## config.mk

```make
export PLATFORM = sky130hd
export DESIGN_NAME = bus_bridge
export DESIGN_NICKNAME = d
export VERILOG_FILES = /design/src/rtl/bus_bridge.sv
export SDC_FILE = /design/constraint.sdc
export NUM_CORES = 1
export LEC_CHECK = 0
export ABC_AREA = 1
export CAP_MARGIN = 15
export CORE_ASPECT_RATIO = 0.8
export CORE_UTILIZATION = 39
export DETAILED_ROUTE_END_ITERATION = 8
export HOLD_SLACK_MARGIN = 0.02
export MAX_ROUTING_LAYER = met4
export PLACE_DENSITY = 0.83
export SETUP_SLACK_MARGIN = 0.05
export SLEW_MARGIN = 20
export SYNTH_ARGS = -nofsm -noshare
export SYNTH_HDL_FRONTEND = slang
export SYNTH_SLANG_ARGS = --single-unit
```

## constraint.sdc

```tcl
create_clock -name i_clock -period 2.6 [get_ports i_clock]
set_clock_uncertainty 0.1 [all_clocks]
set_input_delay 0.39 -clock i_clock [delete_from_list [all_inputs] [get_ports i_clock]]
set_output_delay 0.39 -clock i_clock [all_outputs]
set_load 0.02 [all_outputs]
```

## src/rtl/bus_bridge.sv

```systemverilog
// CPU-to-bus bridge: latches one CPU transfer, waits for bus completion or timeout,
// then holds ready/error until the CPU drops its request.
module bus_bridge #(
    parameter int ADDR_WIDTH = 32,
    parameter int DATA_WIDTH = 32,
    parameter int TIMEOUT    = 255,
    parameter int CNT_WIDTH  = 8
) (
    input  logic                      i_clock,
    input  logic                      i_reset,
    input  logic                      i_cpu_rw,
    input  logic                      i_cpu_request,
    output logic                      o_cpu_ready,
    output logic                      o_cpu_error,
    input  logic [ADDR_WIDTH-1:0]     i_cpu_address,
    input  logic [DATA_WIDTH-1:0]     i_cpu_wdata,
    input  logic [DATA_WIDTH/8-1:0]   i_cpu_wmask,
    output logic [DATA_WIDTH-1:0]     o_cpu_rdata,
    output logic                      o_bus_rw,
    output logic                      o_bus_request,
    input  logic                      i_bus_ready,
    output logic [ADDR_WIDTH-1:0]     o_bus_address,
    output logic [DATA_WIDTH-1:0]     o_bus_wdata,
    output logic [DATA_WIDTH/8-1:0]   o_bus_wmask,
    input  logic [DATA_WIDTH-1:0]     i_bus_rdata,
    output logic [CNT_WIDTH-1:0]      o_timeout_count
);

    localparam int MASK_WIDTH = DATA_WIDTH / 8;
    localparam logic [CNT_WIDTH-1:0] TO_LAST = CNT_WIDTH'(TIMEOUT - 1);

    typedef enum logic [1:0] {
        IDLE,
        WAIT,
        DONE
    } state_t;

    state_t                  state, state_next;
    logic [CNT_WIDTH-1:0]    cnt, cnt_next;
    logic                    cpu_ready_next;
    logic                    cpu_error_next;
    logic [DATA_WIDTH-1:0]   cpu_rdata_next;
    logic                    bus_rw_next;
    logic                    bus_request_next;
    logic [ADDR_WIDTH-1:0]   bus_address_next;
    logic [DATA_WIDTH-1:0]   bus_wdata_next;
    logic [MASK_WIDTH-1:0]   bus_wmask_next;
    logic [CNT_WIDTH-1:0]    timeout_count_next;
    logic                    timeout_hit;

    assign timeout_hit = (TIMEOUT != 0) && (cnt == TO_LAST);

    always_comb begin
        state_next         = state;
        cnt_next           = cnt;
        cpu_ready_next     = o_cpu_ready;
        cpu_error_next     = o_cpu_error;
        cpu_rdata_next     = o_cpu_rdata;
        bus_rw_next        = o_bus_rw;
        bus_request_next   = o_bus_request;
        bus_address_next   = o_bus_address;
        bus_wdata_next     = o_bus_wdata;
        bus_wmask_next     = o_bus_wmask;
        timeout_count_next = o_timeout_count;

        case (state)
            IDLE: begin
                if (i_cpu_request) begin
                    bus_rw_next      = i_cpu_rw;
                    bus_address_next = i_cpu_address;
                    bus_wdata_next   = i_cpu_wdata;
                    bus_wmask_next   = i_cpu_wmask;
                    bus_request_next = 1'b1;
                    cnt_next         = '0;
                    state_next       = WAIT;
                end
            end
            WAIT: begin
                // a completion arriving on the timeout edge wins over the abort
                if (i_bus_ready) begin
                    if (!o_bus_rw) begin
                        cpu_rdata_next = i_bus_rdata;
                    end
                    bus_request_next = 1'b0;
                    cpu_ready_next   = 1'b1;
                    cpu_error_next   = 1'b0;
                    state_next       = DONE;
                end else if (timeout_hit) begin
                    bus_request_next = 1'b0;
                    cpu_ready_next   = 1'b1;
                    cpu_error_next   = 1'b1;
                    cpu_rdata_next   = '1;
                    if (o_timeout_count != '1) begin
                        timeout_count_next = o_timeout_count + CNT_WIDTH'(1);
                    end
                    state_next = DONE;
                end else begin
                    cnt_next = cnt + CNT_WIDTH'(1);
                end
            end
            DONE: begin
                if (!i_cpu_request) begin
                    cpu_ready_next = 1'b0;
                    cpu_error_next = 1'b0;
                    state_next     = IDLE;
                end
            end
            default: begin
                state_next = IDLE;
            end
        endcase
    end

    always_ff @(posedge i_clock or negedge i_reset) begin
        if (!i_reset) begin
            state           <= IDLE;
            cnt             <= '0;
            o_cpu_ready     <= 1'b0;
            o_cpu_error     <= 1'b0;
            o_cpu_rdata     <= '0;
            o_bus_rw        <= 1'b0;
            o_bus_request   <= 1'b0;
            o_bus_address   <= '0;
            o_bus_wdata     <= '0;
            o_bus_wmask     <= '0;
            o_timeout_count <= '0;
        end else begin
            state           <= state_next;
            cnt             <= cnt_next;
            o_cpu_ready     <= cpu_ready_next;
            o_cpu_error     <= cpu_error_next;
            o_cpu_rdata     <= cpu_rdata_next;
            o_bus_rw        <= bus_rw_next;
            o_bus_request   <= bus_request_next;
            o_bus_address   <= bus_address_next;
            o_bus_wdata     <= bus_wdata_next;
            o_bus_wmask     <= bus_wmask_next;
            o_timeout_count <= timeout_count_next;
        end
    end

endmodule

```

Yosys cells after proc, flatten, opt, wreduce, memory -nomap -nowiden --
Index checks and enable logic that the tools add are counted.
Word-level totals: word-level logic and storage cells 57, register bits after elaboration 122
Cells by class: eq/ne operators 10, reduce and logical (&&, ||, !) cells 11, mux-type cells 22, $add $sub $neg 2, bitwise logic cells 1
Operators by type and width (number):
- $mux 32 | 3
- $mux 8 | 3
- $add 8x1->8 const B | 2
- $pmux 8 s2 | 1
- $reduce_and 3->1 | 4
- $ne 2x2->1 const B | 5
- $eq 8x8->1 const B | 1
- $mux 2 | 4
- $ne 8x8->1 const B | 1
- $reduce_and 4->1 | 2
- $mux 1 | 7
- $pmux 1 s2 | 3
- $pmux 2 s3 | 1
- $reduce_bool 2->1 | 3
- $ne 3x3->1 const B | 1
- $eq 2x1->1 const B | 1
- $eq 2x2->1 const B | 1
- $logic_not 2->1 | 1
- $reduce_and 2->1 | 1
- $not 1->1 | 1

Logic depth before layout (Yosys ltp) --
Gate-level depths: netlist of run 1.
depth in word-level cells 4, depth in mapped cells 10, depth with buffers taken out 10

Worst setup path after synthesis of run 1 --
Ideal clock, no wire load.
path type flip-flop to flip-flop, start register o_timeout_count[0], end register o_timeout_count[5], stages on the path, launching flop included 9, slack 996 ps, data arrival time 1387 ps, library setup time 117 ps, buffers on the path 0, period minus slack after synthesis 1604 ps, path through dfrtp_1 > ha_1 > nand3_1 > nor2_1 > nand3_1 > nand2_2 > inv_2 > nand2_1 > nand2_1
Between the ends: longest elaborated chain between the ends 2
Ends and longest elaborated chain:
- from (decl) | line 26 | output logic [CNT_WIDTH-1:0] o_timeout_count
- from (signal assigned) | line 138 | o_timeout_count <= timeout_count_next;
- branches (longest 2 deep; another with $add 8x1->8)
Parallel ways; which one is timed is not known. A chain may end at the register's enable or synchronous reset.

Final worst setup path of run 1 --
start register o_timeout_count[5], end output o_timeout_count[5]
No word-level cell between the ends.

==> impl_metrics.json, run 1 <==
{
  "cts.clk_slew.worst_paths_ns": 0.05,
  "maxSlewViolCount": 0,
  "status": "finished, final reports clean",
  "post_synth_instance_area_um2": 5184,
  "max_transition_margin_pct": 54.14,
  "setup.worst_path.start_class": "flop",
  "endpoint_kind": "output pin",
  "die_span_in_x_um": 130.9,
  "synth_xor_xnor_area_share_pct": 1.183,
  "routed-via-count": 4115,
  "setup_tns_ns": 0,
  "critPathKind": "reg -> out",
  "setup_viol": 0,
  "critical_path.cell_chain": "clkdlybuf4s50_1",
  "post_synthesis_cell_count": 470,
  "synth_mux_area_share_pct": 14.99,
  "finalWirelength_um": 12410,
  "flow.area_growth_from_synthesis_pct": 56.22,
  "grt_start_max_net_pins": 123,
  "max_cap_violations": 0,
  "cpLargestDelayFamily": "buffers and inverters",
  "netSwitchingFraction_pct": 35.11,
  "tritoncts_clock_tree": "built",
  "hp-class": "reg -> reg",
  "global_route.overflow_total": 0,
  "resized_after_cts": 0,
  "cts_htree_levels": 4,
  "synth_adder_area_share_pct": 0.7241,
  "clk_root_buffer_cell": "sky130_fd_sc_hd__clkbuf_16",
  "synthArstFlopShare_pct": 100.0,
  "seq_area_frac_synth_pct": 58.89,
  "gpl_wtd_cong": 0.8623,
  "combPwrFrac_pct": 45.1,
  "rsz_0062_raised_after_global_routing": "false",
  "clkLatencyLatePin_ns": 0.40,
  "worst_ir_drop_vdd_uv": 622.4,
  "detail_route.first_pass.iterations": 4,
  "yosys_register_bits": 122,
  "worst_slew_pin_slew_ns": 0.6880,
  "power.share.clock_pct": 22.3,
  "post-cts-setup-buffer-count": 0,
  "die_height_um": 105.1,
  "finalHoldViolations": 0,
  "post_synth_and_or_nand_nor_area_fraction_pct": 19.79,
  "synth_cell_types": 26,
  "detail_route.wl_per_cell_um": 14.07,
  "post_route_cells_drive_above_1_share_pct": 20.93,
  "dp_slack_ns": 0.6345,
  "start_util_pct": 40.13,
  "synth-compound-area-share_pct": 0.9172,
  "drt_iter0_markers": 222,
  "fmax_ghz": 0.5005,
  "ys_warn_count": 0,
  "cts_num_sinks": 122,
  "grt_antenna_before_repair": 0,
  "layout.nets": 802,
  "timing.critical_path.slowest_stage_cell": "sky130_fd_sc_hd__clkdlybuf4s50_1",
  "gr-usage-all-layers_pct": 19.14,
  "post-route-period-util_pct": 76.85,
  "switching_power_mw": 3.483,
  "cts-buffers-inserted": 17,
  "final.fill_count": 965,
  "post-route-worst-setup-slack_ns": 0.6020,
  "grt_pass1_vias": 4069,
  "worst-path-buf-inv": 1,
  "drtAntennaViolNets": 0,
  "num_rows": 37,
  "insertedDiodeCount": 0,
  "sequentialPowerShare_pct": 32.6,
  "cts-root-to-sink-buffers": 2,
  "cp.arrival_ns": 1.51,
  "cellLeakagePower_nw": 3.580,
  "combinational_family_with_the_most_area_after_synthesis": "simple AND/OR/NAND/NOR gates",
  "ys_dominant_reg_cell": "sky130_fd_sc_hd__dfrtp_1",
  "cp_slowest_stage_delay_ns": 0.67,
  "report.power.total_mw": 9.921,
  "synth_edf_count": 0,
  "synth_fp_nets": 578,
  "grt_pass1_wl_um": 19550,
  "power_density_over_the_cells_nw_per_um2": 1225,
  "place_hpwl_um": 8703,
  "core_area_um2": 12920,
  "port_buffers": 216,
  "drcViolationCount": 0,
  "cp_max_fo": 6,
  "internal_power_mw": 6.438,
  "cts_hold_repair.buffers": 1,
  "die_ar_um2": 13760,
  "io_pins": 217,
  "avgViaCountPerCell": 4.666,
  "final_period_minus_worst_setup_slack_ns": 1.998,
  "post_synth.cell_area_avg_um2": 11.03,
  "crit_required_ns": 2.11
}
==> area by class of cell <==
class / instances / area, um^2 / area share [%]
Clock buffer: 20 / 436.7 / 5.392
Tap cell: 175 / 219.0 / 2.704
Inverter: 18 / 67.56 / 0.8344
Multi-Input combinational cell: 311 / 1949 / 24.07
Clock inverter: 12 / 125.1 / 1.545
Timing Repair Buffer: 224 / 2247 / 27.75
Sequential cell: 122 / 3053 / 37.70
==> metrics by stage <==
step,hold WS (ns),area (um^2),instances,utilization (%)
final,0.3783,8098,882,62.70
after global routing,0.3976,8098,882,62.70
after CTS,0.3785,8098,882,62.70
after detailed placement,0.3613,7526,849,58.27
after global placement,0.3550,7526,849,58.27
after floorplan,-0.005591,5184,470,-
==> placed cells by master, fill, tap and decap left out, drive strengths merged, types with 8 or more instances in the layout <==
cell type,n
nand3,46
nand2,129
dfrtp,122
or2,32
buf,8
clkdlybuf4s50,215
clkbuf,20
inv,19
mux2,69
nor2,12
==> registers in the layout, summed over array words and instances (netlist names), 2 cells and up <==
register / cells
cnt: 8
o_timeout_count: 8
state: 2
o_bus_address: 32
o_bus_wmask: 4
o_bus_wdata: 32
o_cpu_rdata: 32
==> kinds of logic after synthesis <==
kind of cell,count (synthesis)
simple gates,223
flops,122
xor+xnor,7
buf+inv,37
compound gates,9
fa+ha+maj,3
mux,69
==> routing by layer <==
metal  GRT usage, %  routed length [um]
met1          23.00                5461
met2          29.82                5786
met3          6.656                1008
met4          6.486                 149
met5              -                   0
==> Yosys cell counts, types with 2 or more instances <==
| library cell | count | area [um^2] |
|---|---|---|
| sky130_fd_sc_hd__nand2_1 | 124 | 465.5 |
| sky130_fd_sc_hd__dfrtp_1 | 122 | 3053 |
| sky130_fd_sc_hd__mux2_2 | 69 | 777.0 |
| sky130_fd_sc_hd__nand3_1 | 44 | 220.2 |
| sky130_fd_sc_hd__or2_2 | 32 | 200.2 |
| sky130_fd_sc_hd__inv_1 | 17 | 63.81 |
| sky130_fd_sc_hd__nor2_1 | 10 | 37.54 |
| sky130_fd_sc_hd__buf_2 | 7 | 35.03 |
| sky130_fd_sc_hd__clkbuf_1 | 6 | 22.52 |
| sky130_fd_sc_hd__o21ai_0 | 6 | 30.03 |
| sky130_fd_sc_hd__xor2_1 | 4 | 35.03 |
| sky130_fd_sc_hd__buf_4 | 3 | 22.52 |
| sky130_fd_sc_hd__buf_6 | 3 | 33.78 |
| sky130_fd_sc_hd__ha_1 | 3 | 37.54 |
| sky130_fd_sc_hd__nand2_2 | 3 | 18.77 |
| sky130_fd_sc_hd__xnor2_1 | 3 | 26.28 |
| sky130_fd_sc_hd__nand2_4 | 2 | 22.52 |
| sky130_fd_sc_hd__nand3_2 | 2 | 20.02 |
| sky130_fd_sc_hd__nor3_1 | 2 | 10.01 |
| sky130_fd_sc_hd__o22ai_1 | 2 | 12.51 |
==> power groups by stage <==
stage / sequential, mW / combinational (mW) / clock [mW]
detailed placement: 3.25 / 4.50 / 0
finish: 3.24 / 4.47 / 2.21
global route: 3.34 / 4.78 / 2.36
CTS: 3.24 / 4.52 / 2.28
global placement: 3.21 / 4.41 / 0
floorplan: 4.22 / 1.32 / 0
==> worst paths after layout <==
path | from | depth (start not counted) | endpoint | slack (ns)
setup / recovery | o_timeout_count[5]$_DFFE_PN0P_ | 1 | o_timeout_count[5] | 0.60
hold / removal | o_cpu_rdata[1]$_DFFE_PN0P_ | 2 | o_cpu_rdata[1]$_DFFE_PN0P_ | 0.38
setup reg to reg | cnt[0]$_DFFE_PN0P_ | 9 | o_cpu_rdata[22]$_DFFE_PN0P_ | 0.80
hold reg to reg | o_cpu_rdata[1]$_DFFE_PN0P_ | 2 | o_cpu_rdata[1]$_DFFE_PN0P_ | 0.38
max in group asynchronous | i_reset | 3 | o_cpu_rdata[9]$_DFFE_PN0P_ | 1.37
min in group asynchronous | i_reset | 3 | o_cpu_rdata[20]$_DFFE_PN0P_ | 0.46
(Power assumes the default switching activity.)
==> inputs of run 2 (changes only) <==
--- a/config.mk
+++ b/config.mk
@@ -12,7 +12,7 @@
 export DETAILED_ROUTE_END_ITERATION = 8
 export HOLD_SLACK_MARGIN = 0.02
 export MAX_ROUTING_LAYER = met4
-export PLACE_DENSITY = 0.83
+export PLACE_DENSITY = 0.86
 export SETUP_SLACK_MARGIN = 0.05
 export SLEW_MARGIN = 20
 export SYNTH_ARGS = -nofsm -noshare
==> constraint.sdc (replaced) <==
create_clock -name i_clock -period 1.75 [get_ports i_clock]
set_clock_uncertainty 0.1 [all_clocks]
set_input_delay 0.2625 -clock i_clock [delete_from_list [all_inputs] [get_ports i_clock]]
set_output_delay 0.2625 -clock i_clock [all_outputs]
set_load 0.02 [all_outputs]
==> run 2 against run 1 <==
Compared with the run above: final cell count is 0.79% higher; critical path type is now reg -> reg; combinational power increased by 32%; hold slack worse by 0.22 ns; sequential power rose by 46%.
==> impl_metrics.json, run 2 (synthesized netlist as in run 1, its figures left out) <==
{
  "final.fill_count": 1020,
  "layout.nets": 809,
  "worst_setup_path_startpoint": "cnt[0]$_DFFE_PN0P_",
  "worst_slew_pin_slew_ns": 0.4056,
  "drt_iter0_markers": 222,
  "clk_root_buffer_cell": "sky130_fd_sc_hd__clkbuf_16",
  "cts.clk_slew.worst_paths_ns": 0.06,
  "die_ar_um2": 13760,
  "drcViolationCount": 0,
  "status": "finished, final reports clean",
  "grt_pass1_vias": 4341,
  "setup.worst_path.start_class": "flop",
  "routed-via-count": 4206,
  "cpLargestDelayFamily": "simple AND/OR/NAND/NOR gates",
  "layout_commonest_cell": "sky130_fd_sc_hd__nand2_1",
  "rsz_0062_raised_after_global_routing": "true",
  "dr_wl_met2_um": 6760,
  "port_buffers": 216,
  "hp-class": "in -> async",
  "worst-path-buf-inv": 1,
  "global_route.overflow_total": 0,
  "reg2regPathDepth": 9,
  "grt_start_max_net_pins": 76,
  "reg_top3": "o_bus_address (32), o_bus_wdata (32), o_cpu_rdata (32)",
  "detail_route.wl_per_cell_um": 14.99,
  "tritoncts_clock_tree": "built",
  "cp_slowest_stage_delay_ns": 0.38,
  "gr-usage-all-layers_pct": 21.00,
  "maxSlewViolCount": 0,
  "endpoint_kind": "flop",
  "final_period_minus_worst_setup_slack_ns": 1.623,
  "setup_tns_ns": 0,
  "grt_antenna_before_repair": 0,
  "gpl_wtd_cong": 0.8334,
  "start_util_pct": 40.13,
  "regToRegStartpoint": "cnt[0]$_DFFE_PN0P_",
  "cp_max_fo": 32,
  "post-route-period-util_pct": 92.72,
  "timing.reg2reg.setup_slack_ns": 0.13,
  "crit_required_ns": 1.93,
  "critical_path.most_common_cell": "sky130_fd_sc_hd__nand2_1",
  "cts-buffers-inserted": 17,
  "setup_viol": 0,
  "timing.critical_path.depth": 9,
  "drtAntennaViolNets": 0,
  "placed_cell_area_um2": 7624,
  "ff_latch_area_um2": 3053,
  "met3_wirelength_um": 859,
  "cp.arrival_ns": 1.80,
  "timing.critical_path.slowest_stage_cell": "sky130_fd_sc_hd__dfrtp_1",
  "avgViaCountPerCell": 4.731,
  "critPathKind": "reg -> reg",
  "finalWirelength_um": 13330,
  "grt_pass1_wl_um": 21480,
  "cts_htree_levels": 4,
  "finalHoldViolations": 0,
  "layout.cells.most_common_list": "sky130_fd_sc_hd__nand2_1, sky130_fd_sc_hd__dfrtp_1, sky130_fd_sc_hd__dlygate4sd2_1",
  "insertedDiodeCount": 0,
  "cellLeakagePower_nw": 3.818,
  "num_rows": 37,
  "fmax_ghz": 0.6163,
  "post-route-util_pct": 62.75,
  "max_cap_violations": 0,
  "r2r_end": "o_cpu_rdata[8]$_DFFE_PN0P_",
  "met1Wirelength_um": 5460,
  "highest_layer": "met4",
  "place_hpwl_um": 9573,
  "critical_path.cell_chain": "inv_1 -> ha_1 -> nand2_1 -> nor2_2 -> nand3_2 -> nand2_4 -> nand2_8 -> nand2_1 -> nand2_1",
  "power_density_over_the_cells_nw_per_um2": 1738,
  "worst_ir_drop_vdd_uv": 1044,
  "detail_route.first_pass.iterations": 4,
  "flow.area_growth_from_synthesis_pct": 56.36,
  "final_design_area_no_fill_um2": 8105,
  "cts-root-to-sink-buffers": 2,
  "clkLatencyLatePin_ns": 0.40,
  "worst_setup_path_endpoint": "o_cpu_rdata[8]$_DFFE_PN0P_",
  "core_area_um2": 12920,
  "io_pins": 217,
  "max_transition_margin_pct": 72.96,
  "die_height_um": 105.1,
  "die_span_in_x_um": 130.9,
  "multi_input_area_um2": 1983,
  "cts_num_sinks": 122,
  "post_route_cells_drive_above_1_share_pct": 22.55
}
## run 2: cell types whose count changed in the layout (fill, tap and decap cells not counted), moves of 2 or more
cell | previous run | this run
sky130_fd_sc_hd__nor2_1 | 10 | 8
sky130_fd_sc_hd__clkdlybuf4s50_1 | 215 | 103
sky130_fd_sc_hd__buf_4 | 6 | 10
sky130_fd_sc_hd__inv_6 | 1 | 3
sky130_fd_sc_hd__dlygate4sd2_1 | 0 | 112
sky130_fd_sc_hd__buf_12 | 2 | 5
sky130_fd_sc_hd__clkbuf_1 | 3 | 1
sky130_fd_sc_hd__clkinvlp_4 | 3 | 5
sky130_fd_sc_hd__clkinv_2 | 5 | 2
## run 2: how the worst min path moves through the flow
| stage | cells past startpoint | start | slack, ns | to |
|---|---|---|---|---|
| after floorplan | 0 | i_reset | -0.13 | cnt[0]$_DFFE_PN0P_ |
| final | 2 | i_reset | 0.15 | o_bus_wdata[6]$_DFFE_PN0P_ |
| after global routing | 2 | i_reset | 0.15 | o_bus_wdata[6]$_DFFE_PN0P_ |
| after detailed placement | 1 | i_reset | 0.03 | o_bus_wdata[6]$_DFFE_PN0P_ |
| after CTS | 2 | i_reset | 0.13 | o_bus_wdata[6]$_DFFE_PN0P_ |
| after global placement | 1 | i_reset | 0.02 | o_bus_address[29]$_DFFE_PN0P_ |
## run 2: what timing repair did
action | in CTS | in global routing
hold endpoints to repair | 122 | 0
setup endpoints to repair | 147 | 22
hold buffers | 1 | 0
buffers inserted | 0 | 0
resized for setup | 114 | 5
## run 2: final cells by class
cell class / count / share of cell area [%]
Clock inverter: 13 / 1.760
Tap cell: 175 / 2.701
Timing Repair Buffer: 231 / 27.11
Multi-Input combinational cell: 311 / 24.47
Inverter: 18 / 0.8336
Sequential cell: 122 / 37.67
Clock buffer: 19 / 5.465
## run 2: per-layer routing
metal	track usage [%]	vias to the layer above
met2	34.69	174
met3	6.247	15
li1	-	2003
met4	7.061	0
met5	-	-
met1	24.20	2014
## run 2: report_power, final
| group | leakage [nW] | internal [mW] | switching (mW) |
|---|---|---|---|
| Combinational | 2.08 | 2.58 | 3.33 |
| Sequential | 1.47 | 4.09 | 0.650 |
| Clock | 0.272 | 2.14 | 1.28 |
## run 2: through the flow
step	total power [mW]	setup WS [ns]	hold slack, ns	instances
global route	14.90	0.03464	0.1504	889
floorplan	8.222	0.1459	-0.1331	470
global placement	11.42	0.02731	0.02035	856
CTS	14.25	0.05043	0.1309	889
finish	14.09	0.1273	0.1535	889
detailed placement	11.63	-0.05542	0.02778	856
